## src/rtl/id_ex_stage.sv

```systemverilog
// ID/EX pipeline register with load-use stall/bubble and registered forwarding selects.
// Optional hazard performance counters built when HAZARD_PERF_CNT_EN is defined.
module id_ex_stage #(
    parameter int XLEN        = 32,
    parameter int RFIDX_WIDTH = 5
) (
    input  logic                   clk,
    input  logic                   reset,
    input  logic                   id_valid,
    input  logic [XLEN-1:0]        id_pc,
    input  logic [XLEN-1:0]        id_rd1,
    input  logic [XLEN-1:0]        id_rd2,
    input  logic [XLEN-1:0]        id_imm,
    input  logic [RFIDX_WIDTH-1:0] id_rs1,
    input  logic [RFIDX_WIDTH-1:0] id_rs2,
    input  logic [RFIDX_WIDTH-1:0] id_rd,
    input  logic                   id_uses_rs1,
    input  logic                   id_uses_rs2,
    input  logic [3:0]             id_aluctrl,
    input  logic [1:0]             id_alusrca,
    input  logic                   id_alusrcb,
    input  logic                   id_memwrite,
    input  logic                   id_lunsigned,
    input  logic                   id_memtoreg,
    input  logic                   id_regwrite,
    input  logic [1:0]             id_lwhb,
    input  logic [1:0]             id_swhb,
    input  logic                   mem_valid,
    input  logic                   mem_regwrite,
    input  logic [RFIDX_WIDTH-1:0] mem_rd,
    input  logic                   mem_stall,
    input  logic                   flush_ex,
    output logic [XLEN-1:0]        ex_pc,
    output logic [XLEN-1:0]        ex_rd1,
    output logic [XLEN-1:0]        ex_rd2,
    output logic [XLEN-1:0]        ex_imm,
    output logic [RFIDX_WIDTH-1:0] ex_rs1,
    output logic [RFIDX_WIDTH-1:0] ex_rs2,
    output logic [RFIDX_WIDTH-1:0] ex_rd,
    output logic [3:0]             ex_aluctrl,
    output logic [1:0]             ex_alusrca,
    output logic                   ex_alusrcb,
    output logic                   ex_memwrite,
    output logic                   ex_lunsigned,
    output logic                   ex_memtoreg,
    output logic                   ex_regwrite,
    output logic [1:0]             ex_lwhb,
    output logic [1:0]             ex_swhb,
    output logic                   ex_valid,
    output logic [1:0]             ex_fwda,
    output logic [1:0]             ex_fwdb,
    output logic                   stall_id,
    output logic [31:0]            perf_lu_cnt,
    output logic [31:0]            perf_flush_cnt
);

    typedef logic [RFIDX_WIDTH-1:0] ridx_t;

    typedef struct packed {
        logic            valid;
        logic [1:0]      fwda;
        logic [1:0]      fwdb;
        logic [XLEN-1:0] pc;
        logic [XLEN-1:0] rd1;
        logic [XLEN-1:0] rd2;
        logic [XLEN-1:0] imm;
        ridx_t           rs1;
        ridx_t           rs2;
        ridx_t           rd;
        logic [3:0]      aluctrl;
        logic [1:0]      alusrca;
        logic            alusrcb;
        logic            memwrite;
        logic            lunsigned;
        logic            memtoreg;
        logic            regwrite;
        logic [1:0]      lwhb;
        logic [1:0]      swhb;
    } ex_t;

    ex_t  ex_q, ex_d;
    logic load_use;
    logic bubble;

    // EX producer wins over MEM producer: it is the younger write to the same register.
    function automatic logic [1:0] fwd_sel(input logic uses, input ridx_t rs,
                                           input logic ex_v, input logic ex_rw, input ridx_t ex_dst,
                                           input logic mem_v, input logic mem_rw, input ridx_t mem_dst);
        logic [1:0] sel;
        sel = 2'b00;
        if (uses && rs != '0) begin
            if (ex_v && ex_rw && ex_dst == rs)
                sel = 2'b01;
            else if (mem_v && mem_rw && mem_dst == rs)
                sel = 2'b10;
        end
        return sel;
    endfunction

    assign load_use = id_valid && ex_q.valid && ex_q.memtoreg && (ex_q.rd != '0) &&
                      ((id_uses_rs1 && id_rs1 == ex_q.rd) || (id_uses_rs2 && id_rs2 == ex_q.rd));
    assign stall_id = load_use | mem_stall;
    assign bubble   = flush_ex | load_use | ~id_valid;

    always_comb begin
        ex_d = ex_q;
        if (!mem_stall) begin
            if (bubble) begin
                ex_d = '0;
            end else begin
                ex_d.valid     = 1'b1;
                ex_d.fwda      = fwd_sel(id_uses_rs1, id_rs1, ex_q.valid, ex_q.regwrite, ex_q.rd,
                                         mem_valid, mem_regwrite, mem_rd);
                ex_d.fwdb      = fwd_sel(id_uses_rs2, id_rs2, ex_q.valid, ex_q.regwrite, ex_q.rd,
                                         mem_valid, mem_regwrite, mem_rd);
                ex_d.pc        = id_pc;
                ex_d.rd1       = id_rd1;
                ex_d.rd2       = id_rd2;
                ex_d.imm       = id_imm;
                ex_d.rs1       = id_rs1;
                ex_d.rs2       = id_rs2;
                ex_d.rd        = id_rd;
                ex_d.aluctrl   = id_aluctrl;
                ex_d.alusrca   = id_alusrca;
                ex_d.alusrcb   = id_alusrcb;
                ex_d.memwrite  = id_memwrite;
                ex_d.lunsigned = id_lunsigned;
                ex_d.memtoreg  = id_memtoreg;
                ex_d.regwrite  = id_regwrite;
                ex_d.lwhb      = id_lwhb;
                ex_d.swhb      = id_swhb;
            end
        end
    end

    always_ff @(posedge clk or negedge reset) begin
        if (!reset) ex_q <= '0;
        else        ex_q <= ex_d;
    end

    assign ex_valid     = ex_q.valid;
    assign ex_fwda      = ex_q.fwda;
    assign ex_fwdb      = ex_q.fwdb;
    assign ex_pc        = ex_q.pc;
    assign ex_rd1       = ex_q.rd1;
    assign ex_rd2       = ex_q.rd2;
    assign ex_imm       = ex_q.imm;
    assign ex_rs1       = ex_q.rs1;
    assign ex_rs2       = ex_q.rs2;
    assign ex_rd        = ex_q.rd;
    assign ex_aluctrl   = ex_q.aluctrl;
    assign ex_alusrca   = ex_q.alusrca;
    assign ex_alusrcb   = ex_q.alusrcb;
    assign ex_memwrite  = ex_q.memwrite;
    assign ex_lunsigned = ex_q.lunsigned;
    assign ex_memtoreg  = ex_q.memtoreg;
    assign ex_regwrite  = ex_q.regwrite;
    assign ex_lwhb      = ex_q.lwhb;
    assign ex_swhb      = ex_q.swhb;

`ifdef HAZARD_PERF_CNT_EN
    logic [31:0] lu_cnt, flush_cnt;

    // Flush outranks load-use, so a cycle with both only counts as a flush.
    always_ff @(posedge clk or negedge reset) begin
        if (!reset) begin
            lu_cnt    <= '0;
            flush_cnt <= '0;
        end else if (!mem_stall) begin
            if (flush_ex) begin
                if (flush_cnt != '1) flush_cnt <= flush_cnt + 32'd1;
            end else if (load_use) begin
                if (lu_cnt != '1) lu_cnt <= lu_cnt + 32'd1;
            end
        end
    end

    assign perf_lu_cnt    = lu_cnt;
    assign perf_flush_cnt = flush_cnt;
`else
    assign perf_lu_cnt    = '0;
    assign perf_flush_cnt = '0;
`endif

endmodule

```

## config.mk

```make
export PLATFORM = sky130hd
export DESIGN_NAME = id_ex_stage
export DESIGN_NICKNAME = d
export VERILOG_FILES = /design/src/rtl/id_ex_stage.sv
export SDC_FILE = /design/constraint.sdc
export NUM_CORES = 1
export LEC_CHECK = 0
export CAP_MARGIN = 10
export CORE_AREA = 2 2 156 158
export DETAILED_ROUTE_END_ITERATION = 10
export DIE_AREA = 0 0 158 160
export PLACE_DENSITY = 0.72
export SETUP_SLACK_MARGIN = 0.5
export SYNTH_ARGS = -nofsm -noshare
export SYNTH_HDL_FRONTEND = slang
export SYNTH_SLANG_ARGS = --single-unit
```

## constraint.sdc

```tcl
create_clock -name clk -period 3.9 [get_ports clk]
set_clock_uncertainty 0.1 [all_clocks]
set_input_delay 0.39 -clock clk [delete_from_list [all_inputs] [get_ports clk]]
set_output_delay 0.39 -clock clk [all_outputs]
set_load 0.02 [all_outputs]
```

Word-level counts from Yosys, hierarchy flattened
Cells that the tools add are included.

cells by class
  bitwise logic cells = 4
  equal/unequal tests = 6
  mux-type cells = 7
  reductions and logical operators = 18

operator list
  operator            number
  2-to-1 mux 163 bit  1
  == test 5 bit       6
  nonzero test 5 bit  3
  logical AND 1 bit   14
  2-to-1 mux 2 bit    6
  bitwise OR 1 bit    3
  logical OR 1 bit    1
  NOT 1 bit           1

storage, ports and cells
  flip-flop bits (word level) = 163
  output and inout bits = 228

Longest topological paths before layout
Gate-level depths: netlist (run 1).

  depth after elaboration = 7
  gate-level depth with buffers = 7
  gate-level depth less buffers = 5

Worst setup path before layout (run 1)
Ideal clock, no wire load.

  path type = flip-flop to flip-flop
  start = register ex_q (netlist bit ex_rd[1])
  end = register ex_q (netlist bit ex_imm[0])
  path buffers = 2
  setup time = 66 ps
  setup slack = 1673 ps
  cell stages (with the launch flop) = 8
  required time = 3734 ps
  data arrival time = 2061 ps
  path through = dfrtp_1 -> or4_1 -> nor2_1 -> nor4_1 -> nor3b_2 -> buf_2 -> buf_2 -> a22o_1

on the way
  longest elaborated chain between the ends = 7

ends and longest elaborated chain
  element                           line  source
  start: declaration                81    ex_t ex_q, ex_d;
  start signal: assignment          137   if (!reset) ex_q <= '0;
  start signal: assignment          138   else ex_q <= ex_d;
  == test 5 bit                     101   ((id_uses_rs1 && id_rs1 == ex_q.rd) || (id_uses_rs2 && id_rs2 == ex_q.rd));
  logical AND 1 bit                 101
  logical OR 1 bit                  101
  logical AND 1 bit *               100   assign load_use = id_valid && ex_q.valid && ex_q.memtoreg && (ex_q.rd != '0) &&
  bitwise OR 1 bit * (2 in series)  103   assign bubble = flush_ex | load_use | ~id_valid;
  2-to-1 mux 163 bit *              108   if (bubble) begin

Mark *: on every way between the ends. The rest lies on a longest branch, timed or not.
A chain may end at the register's enable or synchronous reset.

Worst setup path after layout (run 1)
  start = register ex_q (netlist bit ex_rd[2])
  end = output port stall_id

on the way
  longest elaborated chain between the ends = 5

ends and longest elaborated chain
  element              line  source
  == test 5 bit        101
  logical AND 1 bit    101
  logical OR 1 bit     101
  logical AND 1 bit *  100
  bitwise OR 1 bit *   102   assign stall_id = load_use | mem_stall;
  end: declaration     52    output logic stall_id,

Marked as above.

==> results of run 1 <==
-- worst max-delay path: cells and delay by family (launching register included) --
family                 cells  cell delay (ns)
buffers and inverters      2             0.71
DFF                        1             0.46
and+or+nand+nor            4             1.11
-- registers in the layout, summed over array words and instances (netlist names), 4 cells and up --
name and flops:
ex_pc 32, ex_imm 32, ex_rs1 5, ex_aluctrl 4, ex_rd 5, ex_rd2 32, ex_rs2 5, ex_rd1 32
-- per-stage QoR --
step	hold WS, ns	std cells	total power (uW)
4_1_cts	0.287	1139	4360
5_1_grt	0.332	1139	4480
6_report	0.325	1139	4290
2_1_floorplan	-0.00559	538	2230
3_5_place_dp	0.294	1106	2630
3_3_place_gp	0.294	1106	2620
-- layout by cell type (no fill, tap or decap), types with 2 or more instances in the layout --
cell,instances
a22o_1,160
buf_4,8
clkbuf_16,17
clkbuf_8,2
clkdlybuf4s50_1,333
clkinv_4,4
conb_1,64
dfrtp_1,163
inv_1,2
inv_6,2
inv_8,4
nand2_1,3
nand4_1,5
nor3_1,4
nor4_1,3
o211ai_1,2
o41ai_1,2
or4_1,3
xnor2_1,7
xor2_1,11
-- how the worst max path moves through the flow --
| stage | start | to | slack, ns | depth (start not counted) |
|---|---|---|---|---|
| after global routing | ex_rd[2] | stall_id | 0.61 | 6 |
| after floorplan | ex_rd[1] | ex_imm[0] | 1.67 | 7 |
| after detailed placement | id_rs1[0] | stall_id | 0.97 | 6 |
| after global placement | id_rs1[1] | stall_id | 0.98 | 6 |
| final | ex_rd[2] | stall_id | 0.73 | 6 |
| after CTS | ex_rd[2] | stall_id | 0.70 | 6 |
-- cell usage after synthesis --
library cell / instances
a2111o_1: 1
a21o_1: 1
a22o_1: 160
buf_2: 9
buf_4: 72
clkbuf_1: 18
conb_1: 1
dfrtp_1: 163
inv_1: 2
nand2_1: 3
nand4_1: 5
nor2_1: 1
nor2b_1: 1
nor3_1: 4
nor3b_1: 1
nor3b_2: 1
nor4_1: 3
nor4_2: 1
o211ai_1: 2
o221ai_1: 1
o41ai_1: 2
or2_2: 1
or3_1: 1
or4_1: 3
xnor2_1: 7
xor2_1: 11
-- cells by family (layout without fill, tap and decap cells) --
| logic type | after synthesis | in the layout | share of synthesized area |
|---|---|---|---|
| AO/OA/AOI/OAI | 167 | 167 | 0.224 |
| buffers and inverters | 101 | 378 | 0.101 |
| flip-flops | 163 | 163 | 0.625 |
| AND/OR/NAND/NOR | 25 | 25 | 0.0244 |
| XOR/XNOR | 18 | 18 | 0.0242 |
| other | 1 | 64 | 0.000575 |
-- cell type report --
| type | instances | share of cell area |
|---|---|---|
| tap | 324 | 0.0384 |
| clock buffer | 19 | 0.0430 |
| clock inverter | 13 | 0.0133 |
| sequential | 163 | 0.387 |
| multi-input combinational | 274 | 0.192 |
| timing repair buffer | 344 | 0.326 |
| inverter | 2 | 0.000712 |
-- power groups by stage --
stage,combinational [uW],clock (uW),sequential [uW]
5_1_grt,807,1830,1850
3_5_place_dp,762,0,1870
2_1_floorplan,251,0,1980
3_3_place_gp,755,0,1870
4_1_cts,764,1750,1840
6_report,759,1690,1840
-- layer usage --
layer	vias to the layer above	global-route usage
met4	0	0.0508
met1	2517	0.182
met3	24	0.0494
met5	-	0
met2	261	0.248
li1	2324	-
==> results.yml, run 1 <==
status:
  status: "completed"
pwr:
  ir_drop_mv: 0.256
  p_sw_uw: 1180
  p_int_uw: 3110
  pwr-share-seq: 0.429
  power_density_nw_per_um2: 407
  combPwrFrac: 0.177
  clkPwrFrac: 0.394
  swShare: 0.274
  p_leak_uw: 0.00469
clock_network:
  h-tree-depth: 4
  cts_hold_buf: 1
  postCtsSetupRepairBufs: 0
  clkTransAtPathRegs_ns: 0.07
  cts_resized: 0
  cts_buffers: 17
  clockBufferDepth: 2
  clock_latency_ns: 0.41
  cts_sinks: 163
  cts_tree: "done"
  root_buffer: "clkbuf_16"
worst_hold_path:
  hp-start: "mem_stall"
  holdCritPathClass: "in2reg"
  hold_path_depth: 4
  hold_end: "ex_fwdb[1]"
timing:
  layout_min_cycle_time_ns: 3.17
  setup-violations-final: 0
  min_period_over_period: 0.813
  worst_pin_slew_ns: 0.939
  finalMaxSlewViolations: 0
  finalHoldViolCount: 0
  max_freq_mhz: 315
  slew_headroom: 0.374
  setup-tns-final_ns: 0
  setup_ws_ns: 0.730
  rsz0062_at_grt: "no"
finish:
  seq_area_um2: 4080
  drive_gt1_frac: 0.0552
  num-fill-cells: 2209
  syn_to_final_growth_pct: 61.7
  final_area_um2: 10500
  n_antenna_cell: 0
  multi_input_area_um2: 2020
  fin_nets: 974
  final_core_util: 0.443
logic_synthesis:
  netlist_instances: 475
  synthesis.area_um2: 6520
  yosysSeqAreaShare: 0.625
  synth_seq_cells: 163
  ys_warn_count: 0
  synth_cell_types: 26
  synth_top_area_share: 0.625
  synth.avg_cell_area_um2: 13.7
  synth_top_area_cell: "dfrtp_1"
  yosys-top-cells-area: "dfrtp_1 (63%), a22o_1 (21%), buf_4 (8.3%), xor2_1 (1.5%), clkbuf_1 (1.0%)"
setup_path:
  worst_path_max_delay_cell: "clkdlybuf4s50_1"
  worstSetupEndpointType: "output pin"
  r2r_cells: 7
  critPathMaxFanout: 5
  crit_required_ns: 3.41
  r2r_start: "ex_rd[2]"
  cp-start-kind: "flip-flop"
  path_class: "reg2out"
  critical_path_arrival_ns: 2.68
  rrSetupSlack_ns: 1.05
  r2r-end: "ex_rd1[10]"
  crit_chain: "or4_1 > nor2_1 > nor4_1 > buf_4 > or3_1 > clkdlybuf4s50_1"
  critPathMaxStageDelay_ns: 0.55
drt:
  drc: 0
  ant_nets: 0
  routed_wl_mm: 19.4
  firstDrtPassIters: 4
  drt_iter0_markers: 305
  wire_per_inst_um: 17.0
  wl_met2_mm: 9.47
  vias: 5126
  wl_met1_mm: 7.79
  top_layer: "met4"
  via_per_inst: 4.50
  routed-wl-met3_mm: 1.71
place:
  hpwl_mm: 13.8
  io_buffers: 335
  place.gp.congestion: 0.840
  pre_cts_ws_ns: 0.968
  dpl-instance-area_um2: 9940
grt:
  grt_pass1_wl_mm: 29.4
  grt_max_degree: 85
  globalRouteTotalUtil: 0.149
  gr-total-overflow: 0
  antenna_found_initial: 0
  first_global_vias: 5241
floorplanning:
  coreArea_um2: 23800
  ios: 400
  die_h_um: 160
  initial_utilization: 0.274
  chipWidth_um: 158
  rows: 57
  dieArea_um2: 25300
run:
  drv_cap: 0
No activity file was read; power rests on OpenSTA's default activity.
==> run 2, diff against run 1 <==
--- a/config.mk
+++ b/config.mk
@@ -6,10 +6,10 @@
 export NUM_CORES = 1
 export LEC_CHECK = 0
 export CAP_MARGIN = 10
-export CORE_AREA = 2 2 156 158
+export CORE_AREA = 2 2 157 159
 export DETAILED_ROUTE_END_ITERATION = 10
-export DIE_AREA = 0 0 158 160
-export PLACE_DENSITY = 0.72
+export DIE_AREA = 0 0 159 161
+export PLACE_DENSITY = 0.71
 export SETUP_SLACK_MARGIN = 0.5
 export SYNTH_ARGS = -nofsm -noshare
 export SYNTH_HDL_FRONTEND = slang
==> constraint.sdc (replaced) <==
create_clock -name clk -period 3.1 [get_ports clk]
set_clock_uncertainty 0.1 [all_clocks]
set_input_delay 0.31 -clock clk [delete_from_list [all_inputs] [get_ports clk]]
set_output_delay 0.31 -clock clk [all_outputs]
set_load 0.02 [all_outputs]
==> results.yml, run 2 (synthesized netlist as in run 1, its figures left out) <==
status:
  status: "completed"
drt:
  vias: 5175
  via_per_inst: 4.50
  firstDrtPassIters: 4
  routed_wl_mm: 20.4
  wire_per_inst_um: 17.7
  ant_nets: 0
  drt_iter0_markers: 299
  drc: 0
timing:
  rsz0062_at_grt: "no"
  layout_min_cycle_time_ns: 2.53
  finalHoldViolCount: 0
  setup-tns-final_ns: 0
  setup_ws_ns: 0.573
  max_freq_mhz: 396
  finalMaxSlewViolations: 0
  worst_pin_slew_ns: 0.866
  setup-violations-final: 0
  slew_headroom: 0.423
  min_period_over_period: 0.815
floorplanning:
  die_h_um: 161
  coreArea_um2: 24000
  dieArea_um2: 25600
  chipWidth_um: 159
  initial_utilization: 0.272
  rows: 57
  ios: 400
clock_network:
  h-tree-depth: 4
  clockBufferDepth: 2
  clkTransAtPathRegs_ns: 0.07
  root_buffer: "clkbuf_16"
  cts_buffers: 17
  clock_latency_ns: 0.41
  cts_sinks: 163
  cts_tree: "done"
setup_path:
  critical_path_arrival_ns: 2.12
  cp-start-kind: "flip-flop"
  critPathTopFamily: "simple AND/OR/NAND/NOR gates"
  critPathMaxStageDelay_ns: 0.53
  path_class: "reg2out"
  critPathMaxFanout: 4
  worst_path_max_delay_cell: "or4_4"
  crit_chain: "or4_4 > nor2_4 > nor4_2 > or3_4 > buf_4"
  crit_required_ns: 2.69
  worstSetupEndpointType: "output pin"
  critical_path_buf_inv_count: 1
finish:
  fin_nets: 984
  finalNonFillerCells: 1149
  final_common_cell: "clkdlybuf4s50_1"
  final_cell_mix: "clkdlybuf4s50_1 (332), a22o_1 (160), dfrtp_1 (160), conb_1 (64)"
  num-fill-cells: 2201
  drive_gt1_frac: 0.0740
  syn_to_final_growth_pct: 63.6
grt:
  first_global_vias: 5435
  globalRouteTotalUtil: 0.155
  grt_pass1_wl_mm: 31.2
  antenna_found_initial: 1
  grt_max_degree: 85
  gr-total-overflow: 0
pwr:
  p_leak_uw: 0.00474
  power_density_nw_per_um2: 511
  ir_drop_mv: 0.339
  power_uw: 5460
place:
  io_buffers: 335
  pre_cts_ws_ns: 0.297
  hpwl_mm: 14.7
  place.gp.congestion: 0.835
  dp.cells: 1110
worst_hold_path:
  holdCritPathClass: "in2async"
run:
  drv_cap: 0
## run 2: cell types whose count changed in the layout (fill, tap and decap cells not counted), sizes merged
cell and delta:
buf +11, bufinv +1, clkdlybuf4s50 -1, clkinv -1, clkinvlp +1, diode +1, inv -2
## run 2: final timing paths
| kind | end | cells past startpoint | slack, ns | start |
|---|---|---|---|---|
| max in group asynchronous | ex_rd[1] | 3 | 1.69 | reset |
| worst min-delay path | ex_rd2[18] | 2 | 0.26 | reset |
| min in group clk | ex_fwda[1] | 5 | 0.37 | mem_stall |
| worst min register to register | ex_imm[31] | 1 | 0.41 | ex_imm[31] |
| worst max-delay path | stall_id | 5 | 0.57 | ex_rd[2] |
| worst max register to register | ex_pc[17] | 7 | 0.61 | ex_rd[2] |
## run 2: metal layers
metal / global-route usage / part of all wire / vias up
met5: 0 / 0 / -
met4: 0.0492 / 0.020 / 0
met3: 0.0529 / 0.076 / 21
met2: 0.255 / 0.49 / 251
met1: 0.194 / 0.42 / 2569
li1: - / - / 2334
## run 2: per-stage QoR
step | utilization | hold slack (ns) | cell area (um^2)
2_1_floorplan | - | -0.0856 | 6760
3_3_place_gp | 0.417 | 0.133 | 10000
3_5_place_dp | 0.417 | 0.131 | 10000
4_1_cts | 0.443 | 0.233 | 10600
5_1_grt | 0.445 | 0.282 | 10700
6_report | 0.445 | 0.261 | 10700
## run 2: timing repair
item | in CTS | in global routing
setup endpoints to repair | 1 | 13
resized for setup | 8 | 4
hold buffers | 1 | 0
endpoints found under the hold margin | 34 | 0
buffers inserted | 1 | 5
pin swaps | 0 | 1
## run 2: area by class of cell
class	count	area (um^2)	area share
multi-input cells	274	2040	0.191
well taps	324	405	0.0380
clock inverters	12	148	0.0138
clock buffers	19	453	0.0424
diodes	1	2.50	0.000234
inverters	2	7.51	0.000703
repair buffers	354	3530	0.331
flip-flops and latches	163	4080	0.383
## run 2: power by group
group	internal, uW	switching (uW)	total (uW)
clock network	1250	915	2160
registers	2240	75.7	2320
logic	505	473	978
total	3990	1460	5460
